File: src/rtl/trackball_pkg.sv
// Shared types, constants and helper functions for the trackball quadrature
// generator: speed encoding, per-axis step states, the step unit and a
// saturating adder used by the axis accumulators.
package trackball_pkg;

    // OSD speed setting as delivered on mouse_speed; codes 5..7 fall back to 100%.
    typedef enum logic [2:0] {
        SPD_100 = 3'd0,
        SPD_200 = 3'd1,
        SPD_400 = 3'd2,
        SPD_25  = 3'd3,
        SPD_50  = 3'd4
    } spd_e;

    // Per-axis step FSM states.
    typedef enum logic [0:0] {
        ST_IDLE = 1'b0,
        ST_STEP = 1'b1
    } step_state_e;

    // One quadrature edge is worth four quarter-count units.
    localparam int STEP_UNIT = 4;

    // Joystick motion is injected once every this many step ticks.
    localparam int JOY_TICK_DIV = 8;

    // Left shift applied to a raw mouse delta for the selected speed.
    // A shift of 2 is unity gain because accumulators hold quarter counts.
    function automatic logic [2:0] speed_shift(input logic [2:0] speed);
        logic [2:0] shift_v;
        case (speed)
            SPD_100: shift_v = 3'd2;
            SPD_200: shift_v = 3'd3;
            SPD_400: shift_v = 3'd4;
            SPD_25:  shift_v = 3'd0;
            SPD_50:  shift_v = 3'd1;
            default: shift_v = 3'd2;
        endcase
        return shift_v;
    endfunction

    // a + b clamped to the symmetric range +/-(2^(w-1) - 1).
    // Callers keep operands small enough that the 32-bit sum cannot overflow.
    function automatic logic signed [31:0] sat_add(
        input logic signed [31:0] a,
        input logic signed [31:0] b,
        input int unsigned        w
    );
        logic signed [31:0] sum_v;
        logic signed [31:0] lim_v;
        sum_v = a + b;
        lim_v = (32'sd1 <<< (w - 32'd1)) - 32'sd1;
        if (sum_v > lim_v) begin
            return lim_v;
        end else if (sum_v < -lim_v) begin
            return -lim_v;
        end else begin
            return sum_v;
        end
    endfunction

endpackage

File: src/rtl/trackball_axis.sv
// One trackball axis: signed quarter-count accumulator, IDLE/STEP pacing FSM
// and the registered quadrature clock / direction outputs. Motion is only
// acted on when the shared tick strobe is high; a direction reversal costs
// one tick so that dir is stable a full tick before the next clk edge.
module trackball_axis
    import trackball_pkg::*;
#(
    parameter int ACC_W = 14
) (
    input  logic                    clk,
    input  logic                    reset_n,
    input  logic                    tick,
    input  logic                    flip,
    input  logic signed [ACC_W-1:0] add,
    output logic                    q_clk,
    output logic                    q_dir
);

    step_state_e             state_r;
    step_state_e             state_next_s;
    logic signed [ACC_W-1:0] acc_r;
    logic signed [ACC_W-1:0] acc_next_s;
    logic signed [31:0]      acc_ext_s;
    logic signed [31:0]      add_ext_s;
    logic signed [31:0]      step_delta_s;
    logic signed [31:0]      sum_s;
    logic                    big_s;
    logic                    big_next_s;
    logic                    want_s;
    logic                    set_dir_s;
    logic                    consume_s;
    logic                    dir_raw_r;
    logic                    dir_raw_next_s;
    logic                    clk_r;
    logic                    clk_next_s;
    logic                    dir_out_r;

    assign acc_ext_s = {{(32-ACC_W){acc_r[ACC_W-1]}}, acc_r};
    assign add_ext_s = {{(32-ACC_W){add[ACC_W-1]}}, add};

    // Decide this tick's step action: realign direction first, otherwise emit an edge.
    always_comb begin
        want_s    = acc_r[ACC_W-1];
        big_s     = (acc_ext_s >= STEP_UNIT) || (acc_ext_s <= -STEP_UNIT);
        set_dir_s = 1'b0;
        consume_s = 1'b0;
        if (tick && big_s) begin
            if (dir_raw_r != want_s) begin
                set_dir_s = 1'b1;
            end else begin
                consume_s = 1'b1;
            end
        end else begin
            set_dir_s = 1'b0;
            consume_s = 1'b0;
        end
    end

    // Accumulator update: incoming motion plus the consumed step, saturated.
    always_comb begin
        step_delta_s = 32'sd0;
        if (consume_s) begin
            step_delta_s = want_s ? STEP_UNIT : -STEP_UNIT;
        end else begin
            step_delta_s = 32'sd0;
        end
        sum_s          = sat_add(acc_ext_s, add_ext_s + step_delta_s, ACC_W);
        acc_next_s     = sum_s[ACC_W-1:0];
        big_next_s     = (sum_s >= STEP_UNIT) || (sum_s <= -STEP_UNIT);
        dir_raw_next_s = set_dir_s ? want_s : dir_raw_r;
        clk_next_s     = consume_s ? ~clk_r : clk_r;
    end

    // Step FSM next-state: leave STEP once less than one whole step remains.
    always_comb begin
        state_next_s = state_r;
        case (state_r)
            ST_IDLE: begin
                if (tick && big_s && big_next_s) begin
                    state_next_s = ST_STEP;
                end else begin
                    state_next_s = ST_IDLE;
                end
            end
            ST_STEP: begin
                if (tick && !(big_s && big_next_s)) begin
                    state_next_s = ST_IDLE;
                end else begin
                    state_next_s = ST_STEP;
                end
            end
            default: state_next_s = ST_IDLE;
        endcase
    end

    // Step FSM state register.
    always_ff @(posedge clk or negedge reset_n) begin
        if (!reset_n) begin
            state_r <= ST_IDLE;
        end else begin
            state_r <= state_next_s;
        end
    end

    // Accumulator, raw direction, quadrature clock and flipped direction registers.
    always_ff @(posedge clk or negedge reset_n) begin
        if (!reset_n) begin
            acc_r     <= {ACC_W{1'b0}};
            dir_raw_r <= 1'b0;
            clk_r     <= 1'b0;
            dir_out_r <= 1'b0;
        end else begin
            acc_r     <= acc_next_s;
            dir_raw_r <= dir_raw_next_s;
            clk_r     <= clk_next_s;
            dir_out_r <= dir_raw_next_s ^ flip;
        end
    end

    assign q_clk = clk_r;
    assign q_dir = dir_out_r;

endmodule

File: src/rtl/trackball_quad_gen.sv
// PS/2 mouse to trackball quadrature converter. Detects new packets by the
// toggle bit, scales deltas by the OSD speed, and feeds two trackball_axis
// instances paced by a shared STEP_DIV tick. Y is negated so mouse-up counts
// positive. Optional joystick injection is built when TRACKBALL_JOY_EN is
// defined (adds the joy_dir port); the default build is mouse-only.
module trackball_quad_gen
    import trackball_pkg::*;
#(
    parameter int STEP_DIV = 1200,
    parameter int ACC_W    = 14
) (
    input  logic        clk,
    input  logic        reset_n,
    input  logic        flip,
    input  logic [2:0]  mouse_speed,
    input  logic [24:0] ps2_mouse,
`ifdef TRACKBALL_JOY_EN
    input  logic [3:0]  joy_dir,
`endif
    output logic        h_clk,
    output logic        h_dir,
    output logic        v_clk,
    output logic        v_dir
);

    localparam int CNT_W = (STEP_DIV > 1) ? $clog2(STEP_DIV) : 1;
    localparam logic signed [ACC_W-1:0] ZERO_S = {ACC_W{1'b0}};
    localparam logic signed [ACC_W-1:0] UNIT_S = ACC_W'(STEP_UNIT);

    logic [CNT_W-1:0]        cnt_r;
    logic                    tick_s;
    logic                    armed_r;
    logic                    last_tog_r;
    logic                    new_pkt_s;
    logic [2:0]              shift_s;
    logic signed [ACC_W-1:0] dx_s;
    logic signed [ACC_W-1:0] dy_raw_s;
    logic signed [ACC_W-1:0] dy_s;
    logic signed [ACC_W-1:0] pkt_h_s;
    logic signed [ACC_W-1:0] pkt_v_s;
    logic signed [ACC_W-1:0] joy_h_s;
    logic signed [ACC_W-1:0] joy_v_s;
    logic signed [ACC_W-1:0] add_h_s;
    logic signed [ACC_W-1:0] add_v_s;
    logic                    ps2_unused_s;

    assign ps2_unused_s = ^{ps2_mouse[7:6], ps2_mouse[3:0]};

    assign tick_s = (cnt_r == CNT_W'(STEP_DIV - 1));

    // Free-running step tick divider, wraps at STEP_DIV-1.
    always_ff @(posedge clk or negedge reset_n) begin
        if (!reset_n) begin
            cnt_r <= {CNT_W{1'b0}};
        end else if (tick_s) begin
            cnt_r <= {CNT_W{1'b0}};
        end else begin
            cnt_r <= cnt_r + CNT_W'(1);
        end
    end

    // Toggle-bit tracking; the first cycle out of reset only learns the current level.
    always_ff @(posedge clk or negedge reset_n) begin
        if (!reset_n) begin
            armed_r    <= 1'b0;
            last_tog_r <= 1'b0;
        end else begin
            armed_r    <= 1'b1;
            last_tog_r <= ps2_mouse[24];
        end
    end

    assign new_pkt_s = armed_r && (ps2_mouse[24] != last_tog_r);

    // Extract and speed-scale the packet deltas into quarter-count units.
    always_comb begin
        shift_s  = speed_shift(mouse_speed);
        dx_s     = {{(ACC_W-9){ps2_mouse[4]}}, ps2_mouse[4], ps2_mouse[15:8]};
        dy_raw_s = {{(ACC_W-9){ps2_mouse[5]}}, ps2_mouse[5], ps2_mouse[23:16]};
        dy_s     = -dy_raw_s;
        if (new_pkt_s) begin
            pkt_h_s = dx_s <<< shift_s;
            pkt_v_s = dy_s <<< shift_s;
        end else begin
            pkt_h_s = ZERO_S;
            pkt_v_s = ZERO_S;
        end
    end

`ifdef TRACKBALL_JOY_EN
    logic [2:0] joy_div_r;
    logic       joy_tick_s;

    assign joy_tick_s = tick_s && (joy_div_r == 3'(JOY_TICK_DIV - 1));

    // Counts step ticks so joystick motion is injected every eighth one.
    always_ff @(posedge clk or negedge reset_n) begin
        if (!reset_n) begin
            joy_div_r <= 3'd0;
        end else if (tick_s) begin
            joy_div_r <= joy_div_r + 3'd1;
        end else begin
            joy_div_r <= joy_div_r;
        end
    end

    // One step per held direction; opposing directions cancel.
    always_comb begin
        joy_h_s = ZERO_S;
        joy_v_s = ZERO_S;
        if (joy_tick_s) begin
            if (joy_dir[3] && !joy_dir[2]) begin
                joy_h_s = UNIT_S;
            end else if (joy_dir[2] && !joy_dir[3]) begin
                joy_h_s = -UNIT_S;
            end else begin
                joy_h_s = ZERO_S;
            end
            if (joy_dir[0] && !joy_dir[1]) begin
                joy_v_s = UNIT_S;
            end else if (joy_dir[1] && !joy_dir[0]) begin
                joy_v_s = -UNIT_S;
            end else begin
                joy_v_s = ZERO_S;
            end
        end else begin
            joy_h_s = ZERO_S;
            joy_v_s = ZERO_S;
        end
    end
`else
    assign joy_h_s = ZERO_S;
    assign joy_v_s = UNIT_S & ZERO_S;
`endif

    assign add_h_s = pkt_h_s + joy_h_s;
    assign add_v_s = pkt_v_s + joy_v_s;

    trackball_axis #(
        .ACC_W   (ACC_W)
    ) u_h_axis (
        .clk     (clk),
        .reset_n (reset_n),
        .tick    (tick_s),
        .flip    (flip),
        .add     (add_h_s),
        .q_clk   (h_clk),
        .q_dir   (h_dir)
    );

    trackball_axis #(
        .ACC_W   (ACC_W)
    ) u_v_axis (
        .clk     (clk),
        .reset_n (reset_n),
        .tick    (tick_s),
        .flip    (flip),
        .add     (add_v_s),
        .q_clk   (v_clk),
        .q_dir   (v_dir)
    );

endmodule

File: config.mk
export PLATFORM = sky130hd
export DESIGN_NAME = trackball_quad_gen
export DESIGN_NICKNAME = d
export VERILOG_FILES = /design/src/rtl/trackball_pkg.sv /design/src/rtl/trackball_axis.sv /design/src/rtl/trackball_quad_gen.sv
export SDC_FILE = /design/constraint.sdc
export NUM_CORES = 1
export LEC_CHECK = 0
export CELL_PAD_IN_SITES_DETAIL_PLACEMENT = 1
export CELL_PAD_IN_SITES_GLOBAL_PLACEMENT = 1
export CORE_ASPECT_RATIO = 0.9
export CORE_MARGIN = 2
export CORE_UTILIZATION = 30
export CTS_CLUSTER_SIZE = 14
export DETAILED_ROUTE_END_ITERATION = 6
export PLACE_DENSITY_LB_ADDON = 0.1
export SETUP_SLACK_MARGIN = 0.02
export SLEW_MARGIN = 10
export SYNTH_ARGS = -nofsm -noshare
export SYNTH_HDL_FRONTEND = slang
export SYNTH_SLANG_ARGS = --single-unit
File: constraint.sdc
create_clock -name clk -period 10.2 [get_ports clk]
set_clock_uncertainty 0.1 [all_clocks]
set_input_delay 2.55 -clock clk [delete_from_list [all_inputs] [get_ports clk]]
set_output_delay 2.55 -clock clk [all_outputs]
set_load 0.01 [all_outputs]
## Word-level counts from Yosys, hierarchy flattened

Index checks and enable logic that the tools add are counted.

- Register bits: 47
- Latch bits: 0
- Memory bits (writable): 0
- Bits in read-only memories: 0
- Input bits: 31
- Output and inout port bits: 4
- Word-level logic and storage cells: 66
- Memories kept: 0

- $add $sub $neg: 6
- Multiply operators: 0
- Div/mod/pow operators: 0
- Order comparisons: 8
- Equal/unequal tests: 8
- Shift-type cells: 2
- Mux-type cells: 22
- Bitwise operators: 4
- Reduce and logical (&&, ||, !) cells: 5

Operator list:

| kind | count |
|---|---|
| $add A14 B32 Y32 | 4 |
| $mux W32 | 4 |
| $mux W14 | 6 |
| $gt A32 B14 Y1 const B | 2 |
| $lt A32 B14 Y1 const B | 2 |
| $ge A14 B4 Y1 const B | 2 |
| $le A14 B3 Y1 const B | 2 |
| $neg A9 Y14 | 1 |
| $sshl A14 B3 Y14 | 1 |
| $sshl A9 B3 Y14 | 1 |
| $pmux W3 S4 | 1 |
| $add A11 B1 Y11 const B | 1 |
| $eq A11 B11 Y1 const B | 1 |
| $mux W11 | 1 |
| $mux W1 | 10 |
| $eq A3 B2 Y1 const B | 2 |
| $eq A3 B1 Y1 const B | 1 |
| $eq A3 B3 Y1 const B | 1 |
| $logic_and A1 B1 Y1 | 3 |
| $ne A1 B1 Y1 | 3 |
| $logic_or A1 B1 Y1 | 2 |
| $not A1 Y1 | 2 |
| $xor A1 B1 Y1 | 2 |

## Logic depth before layout (Yosys ltp)

Gate-level depths: netlist of run 1.

- Depth in word-level cells: 10
- Depth in mapped cells: 26

## By module

From an unflattened synthesis of run 1, not the netlist that was laid out.

- Cells, all modules: 689
- Area, all modules: 5769.3 um^2

Modules (own cells, without submodules):

| module | times used | cells an instance | area an instance (um^2) | sequential area each (um^2) |
|---|---|---|---|---|
| trackball_axis at u_v_axis | 1 | 232 | 1996.9 | 425.4 |
| trackball_axis at u_h_axis | 1 | 220 | 1939.4 | 425.4 |
| trackball_quad_gen | 1 | 237 | 1833.0 | 325.3 |

## Worst setup path after synthesis of run 1

No wires, ideal clock.

- Path type: in2reg
- Start point: in mouse_speed[2]
- End point: reg u_v_axis.acc_r[10]
- Arrival time: 7313 ps
- Data required time: 9981 ps
- Setup slack: 2668 ps
- Stages on the path: 26
- Path buffers: 5
- Cell sequence: clkbuf_1 -> xnor2_1 -> nor2_1 -> buf_2 -> buf_2 -> o221ai_1 -> a21oi_1 -> nor2_1 -> o221ai_1 -> fa_1 -> inv_1 -> ha_1 -> clkbuf_1 -> a211o_1 -> a21oi_1 -> o21ai_1 -> a221oi_1 -> o21bai_1 -> fa_1 -> nor3b_1 -> nand2_1 -> o21ai_0 -> o2111ai_1 -> clkbuf_1 -> o21ai_1 -> nand2_1

- Word-level cells in the longest chain between the ends: 9
- Elaborated cells between the ends (all ways): 13

Ends and longest elaborated chain:

| item | line | source |
|---|---|---|
| start, declared | trackball_quad_gen.sv:15 | `input logic [2:0] mouse_speed,` |
| $eq A3 B3 Y1 (tied with other cells) | trackball_pkg.sv:31 | `case (speed)` |
| $pmux W3 S4 * | trackball_pkg.sv:31 |  |
| $sshl A14 B3 Y14 * | trackball_quad_gen.sv:83 | `pkt_v_s = dy_s <<< shift_s;` |
| $mux W14 * | trackball_quad_gen.sv:81 | `if (new_pkt_s) begin` |
| $add A14 B32 Y32 * | trackball_axis.sv:67 | `sum_s = sat_add(acc_ext_s, add_ext_s + step_delta_s, ACC_W);` |
| $add A14 B32 Y32 * | trackball_pkg.sv:51 | `sum_v = a + b;` |
| $lt A32 B14 Y1 | trackball_pkg.sv:55 | `end else if (sum_v < -lim_v) begin` |
| $mux W14 | trackball_pkg.sv:55 |  |
| $mux W14 * | trackball_pkg.sv:53 | `if (sum_v > lim_v) begin` |
| named net u_v_axis.sum_s[10] | trackball_axis.sv:26 | `logic signed [31:0] sum_s;` |
| end signal, assigned | trackball_axis.sv:108 | `acc_r <= {ACC_W{1'b0}};` |
| end signal, assigned | trackball_axis.sv:113 | `acc_r <= acc_next_s;` |
| end, declared | trackball_axis.sv:21 | `logic signed [ACC_W-1:0] acc_r;` |

The timed path passes the listed nets; every way through them passes the cells marked *.
A chain may end at the register's enable or synchronous reset.

## Final worst setup path of run 1

- Start point: in mouse_speed[0]
- End point: reg u_v_axis.acc_r[0]

Same word-level chain as after synthesis.

==> flow_summary_export.csv, run 1 <==
group,metric,value,unit
global_routing,grt_max_degree,48,
place,dp_cells,928,
drt,ant_nets,0,
cts,clk_latency,0.28,ns
cts,cts_setup_buffers,0,
floorplanning,dieArea,19200,um^2
drt,drc,0,
synthesis,synth_area,5430,um^2
critical_path,worstPathArrival,9.34,ns
cts,clkSinkCount,47,
layout,n_antenna_cell,0,
layout,final_util,34.7,%
critical_path,crit_path_start_kind,"primary input",
sta,worst_pin_slew,0.944,ns
cts,clockBufferDepth,2,
global_routing,grt_pass1_vias,5266,
place,portBuffers,28,
sta,max_slew_margin,36.8,%
layout,layout-area-overhead-vs-synth,12.8,%
floorplanning,core_area,17700,um^2
critical_path,cp_data_required_time,10.27,ns
cts,cts_tree,"yes",
sta,final.min_clock_period,9.27,ns
place,hpwlAfterDp,13600,um
critical_path,cp-end-kind,"flip-flop",
global_routing,antenna_found_initial,0,
sta,hold_viol_final,0,
place,gp_congestion,0.780,
sta,setup_tns,0,ns
sta,setup_viol,0,
pwr,p_leak,2.76,nW
sta,hold_slack,0.379,ns
synthesis,synth_cells,676,
job,maxCapViolCount,0,
critical_path,cp_max_fo,15,
cts,htreeDepth,2,
drt,wire_per_inst,17.9,um
cts,clkSlewWorstSetupHoldPaths,0.06,ns
cts,ctsResizeCount,0,
synthesis,synth_nets,771,
layout,instances_no_fill,935,
synthesis,yosysSeqAreaShare,21.7,%
floorplanning,io-pin-count,35,
sta,fmax,108,MHz
layout,mostFrequentLayoutCell,"nand2_1",
pwr,power,1.36,mW
floorplanning,row_count,46,
layout,final_cell_mix,"nand2_1, inv_1, a21oi_1",
min_path,hold_path_class,"flip-flop to flip-flop",
critical_path,reg2reg_slack,3.77,ns
drt,vias,5078,
critical_path,path_class,"primary input to flip-flop",
floorplanning,die_h,132,um
floorplanning,start_util,30.7,%
global_routing,groute.usage.overall,17.7,%
floorplanning,die_w,146,um
cts,holdBufCountCts,0,
global_routing,grt_pass1_wl,28200,um
drt,drt_iter0_markers,237,
synthesis,synth_flop_cell,"dfrtp_1",
synthesis,synthArstFlopShare,100,%
drt,avgViaCountPerCell,5.43,
synthesis,synth-edff-count,0,
cts,cts-root-buf,"clkbuf_16",
layout,n_fill_cell,2133,
synthesis,avgSynthCellArea,8.03,um^2
pwr,peakVddDrop,73.4,uV
synthesis,synth-seq-cells,47,
cts,numCtsBuffers,5,
global_routing,grt-ovfl-total,0,
drt,dr.pass1.iters,4,
layout,nets,790,
drt,drt-total-wl,16700,um
synthesis,ys_types,69,
pwr,power_density,221,nW/um^2
sta,finalMaxSlewViolations,0,
sta,rsz0062_at_grt,"false",
sta,post-route-period-util,90.9,%
outcome,status,"complete, no violations",
layout,layout-drive-gt1-share,5.61,%
synthesis,ys.warnings.count,0,
[state kept, by name, indices dropped and copies added, names as in the netlist]
register,flops
armed_r,1
cnt_r,11
last_tog_r,1
u_h_axis.acc_r,14
u_h_axis.dir_raw_r,1
u_h_axis.q_clk,1
u_h_axis.q_dir,1
u_v_axis.acc_r,14
u_v_axis.dir_raw_r,1
u_v_axis.q_clk,1
u_v_axis.q_dir,1
[final cells by class]
type / count / area (um^2) / area share [%]
Inverter: 55 / 206 / 3.37
Sequential cell: 47 / 1180 / 19.2
Clock buffer: 6 / 139 / 2.27
Clock inverter: 1 / 8.76 / 0.143
Timing Repair Buffer: 39 / 358 / 5.84
Multi-Input combinational cell: 547 / 3940 / 64.3
Tap cell: 240 / 300 / 4.90
[synthesized netlist by cell type (9+ instances only)]
library cell | number | area share [%]
o211ai_1 | 9 | 1.2
inv_1 | 51 | 3.5
nor4_1 | 10 | 1.2
xor2_1 | 18 | 2.9
o21ai_1 | 35 | 3.2
and3_1 | 11 | 1.3
a211oi_1 | 11 | 1.5
a21oi_1 | 49 | 4.5
xnor2_1 | 16 | 2.6
ha_1 | 34 | 7.8
dfrtp_1 | 47 | 22
o21ai_0 | 14 | 1.3
nor3_1 | 15 | 1.4
nand2_1 | 86 | 5.9
clkbuf_1 | 18 | 1.2
nor2_1 | 47 | 3.2
nand3_1 | 19 | 1.8
fa_1 | 30 | 11
a21o_1 | 12 | 1.7
[per-stage QoR]
stage | instance area, um^2 | setup slack [ns]
floorplan | 5430 | 2.67
detailed placement | 5980 | 0.708
global placement | 5980 | 0.886
CTS | 6130 | 0.970
finish | 6130 | 0.928
global route | 6130 | 0.398
[final timing paths]
kind,from,endpoint,cells past startpoint
max in group asynchronous,reset_n,u_v_axis.acc_r[2]$_DFF_PN0_,2
hold / removal,u_v_axis.q_clk$_DFFE_PN0N_,u_v_axis.q_clk$_DFFE_PN0N_,1
min in group asynchronous,reset_n,u_v_axis.acc_r[9]$_DFF_PN0_,2
hold reg to reg,u_v_axis.q_clk$_DFFE_PN0N_,u_v_axis.q_clk$_DFFE_PN0N_,1
setup reg to reg,cnt_r[0]$_DFF_PN0_,u_v_axis.acc_r[0]$_DFF_PN0_,22
setup / recovery,mouse_speed[0],u_v_axis.acc_r[0]$_DFF_PN0_,22
[where the power goes]
group / internal, mW / total, mW / switching, mW
logic: 0.334 / 0.879 / 0.544
clock network: 0.0972 / 0.167 / 0.0701
registers: 0.243 / 0.309 / 0.0667
total: 0.674 / 1.36 / 0.681
[critical path: stages]
cell	delay [ns]
clkdlybuf4s50_1	0.71
xnor2_1	0.19
nor2_1	0.75
o21ai_0	0.23
a31oi_1	0.25
a211o_1	0.20
a211oi_1	0.09
a211oi_1	0.35
fa_1	0.49
ha_1	0.36
a21o_1	0.23
a221oi_2	0.44
o21ai_1	0.16
a221oi_1	0.28
o21bai_1	0.13
fa_1	0.67
nor2_1	0.18
nand3_1	0.14
a2111oi_2	0.37
buf_4	0.28
o31a_1	0.21
o21bai_2	0.08
[logic make-up (layout without fill, tap and decap cells)]
group	count (synthesis)	count (layout)	share of synthesized area (%)
other cells	1	1	0.0691
xor+xnor	34	34	5.48
mux	12	12	2.51
compound gates	197	197	24.1
simple gates	239	239	21.5
buf+inv	82	101	5.81
fa+ha+maj	64	64	18.9
flops	47	47	21.7
[metal layers]
| layer | vias up | global-route usage, % | routed length [um] |
|---|---|---|---|
| li1 | 2455 | - | - |
| met3 | 8 | 1.74 | 362 |
| met2 | 66 | 27.9 | 7340 |
| met1 | 2549 | 26.9 | 8970 |
| met4 | 0 | 1.91 | 49 |
| met5 | - | 0 | 0 |
(Power assumes the default switching activity.)
==> inputs of run 2 (changes only) <==
--- a/config.mk
+++ b/config.mk
@@ -5,6 +5,7 @@
 export SDC_FILE = /design/constraint.sdc
 export NUM_CORES = 1
 export LEC_CHECK = 0
+export CAP_MARGIN = 20
 export CELL_PAD_IN_SITES_DETAIL_PLACEMENT = 1
 export CELL_PAD_IN_SITES_GLOBAL_PLACEMENT = 1
 export CORE_ASPECT_RATIO = 0.9
==> results of run 2 <==
Final layout, timing and power as in run 1 (identical DEF).
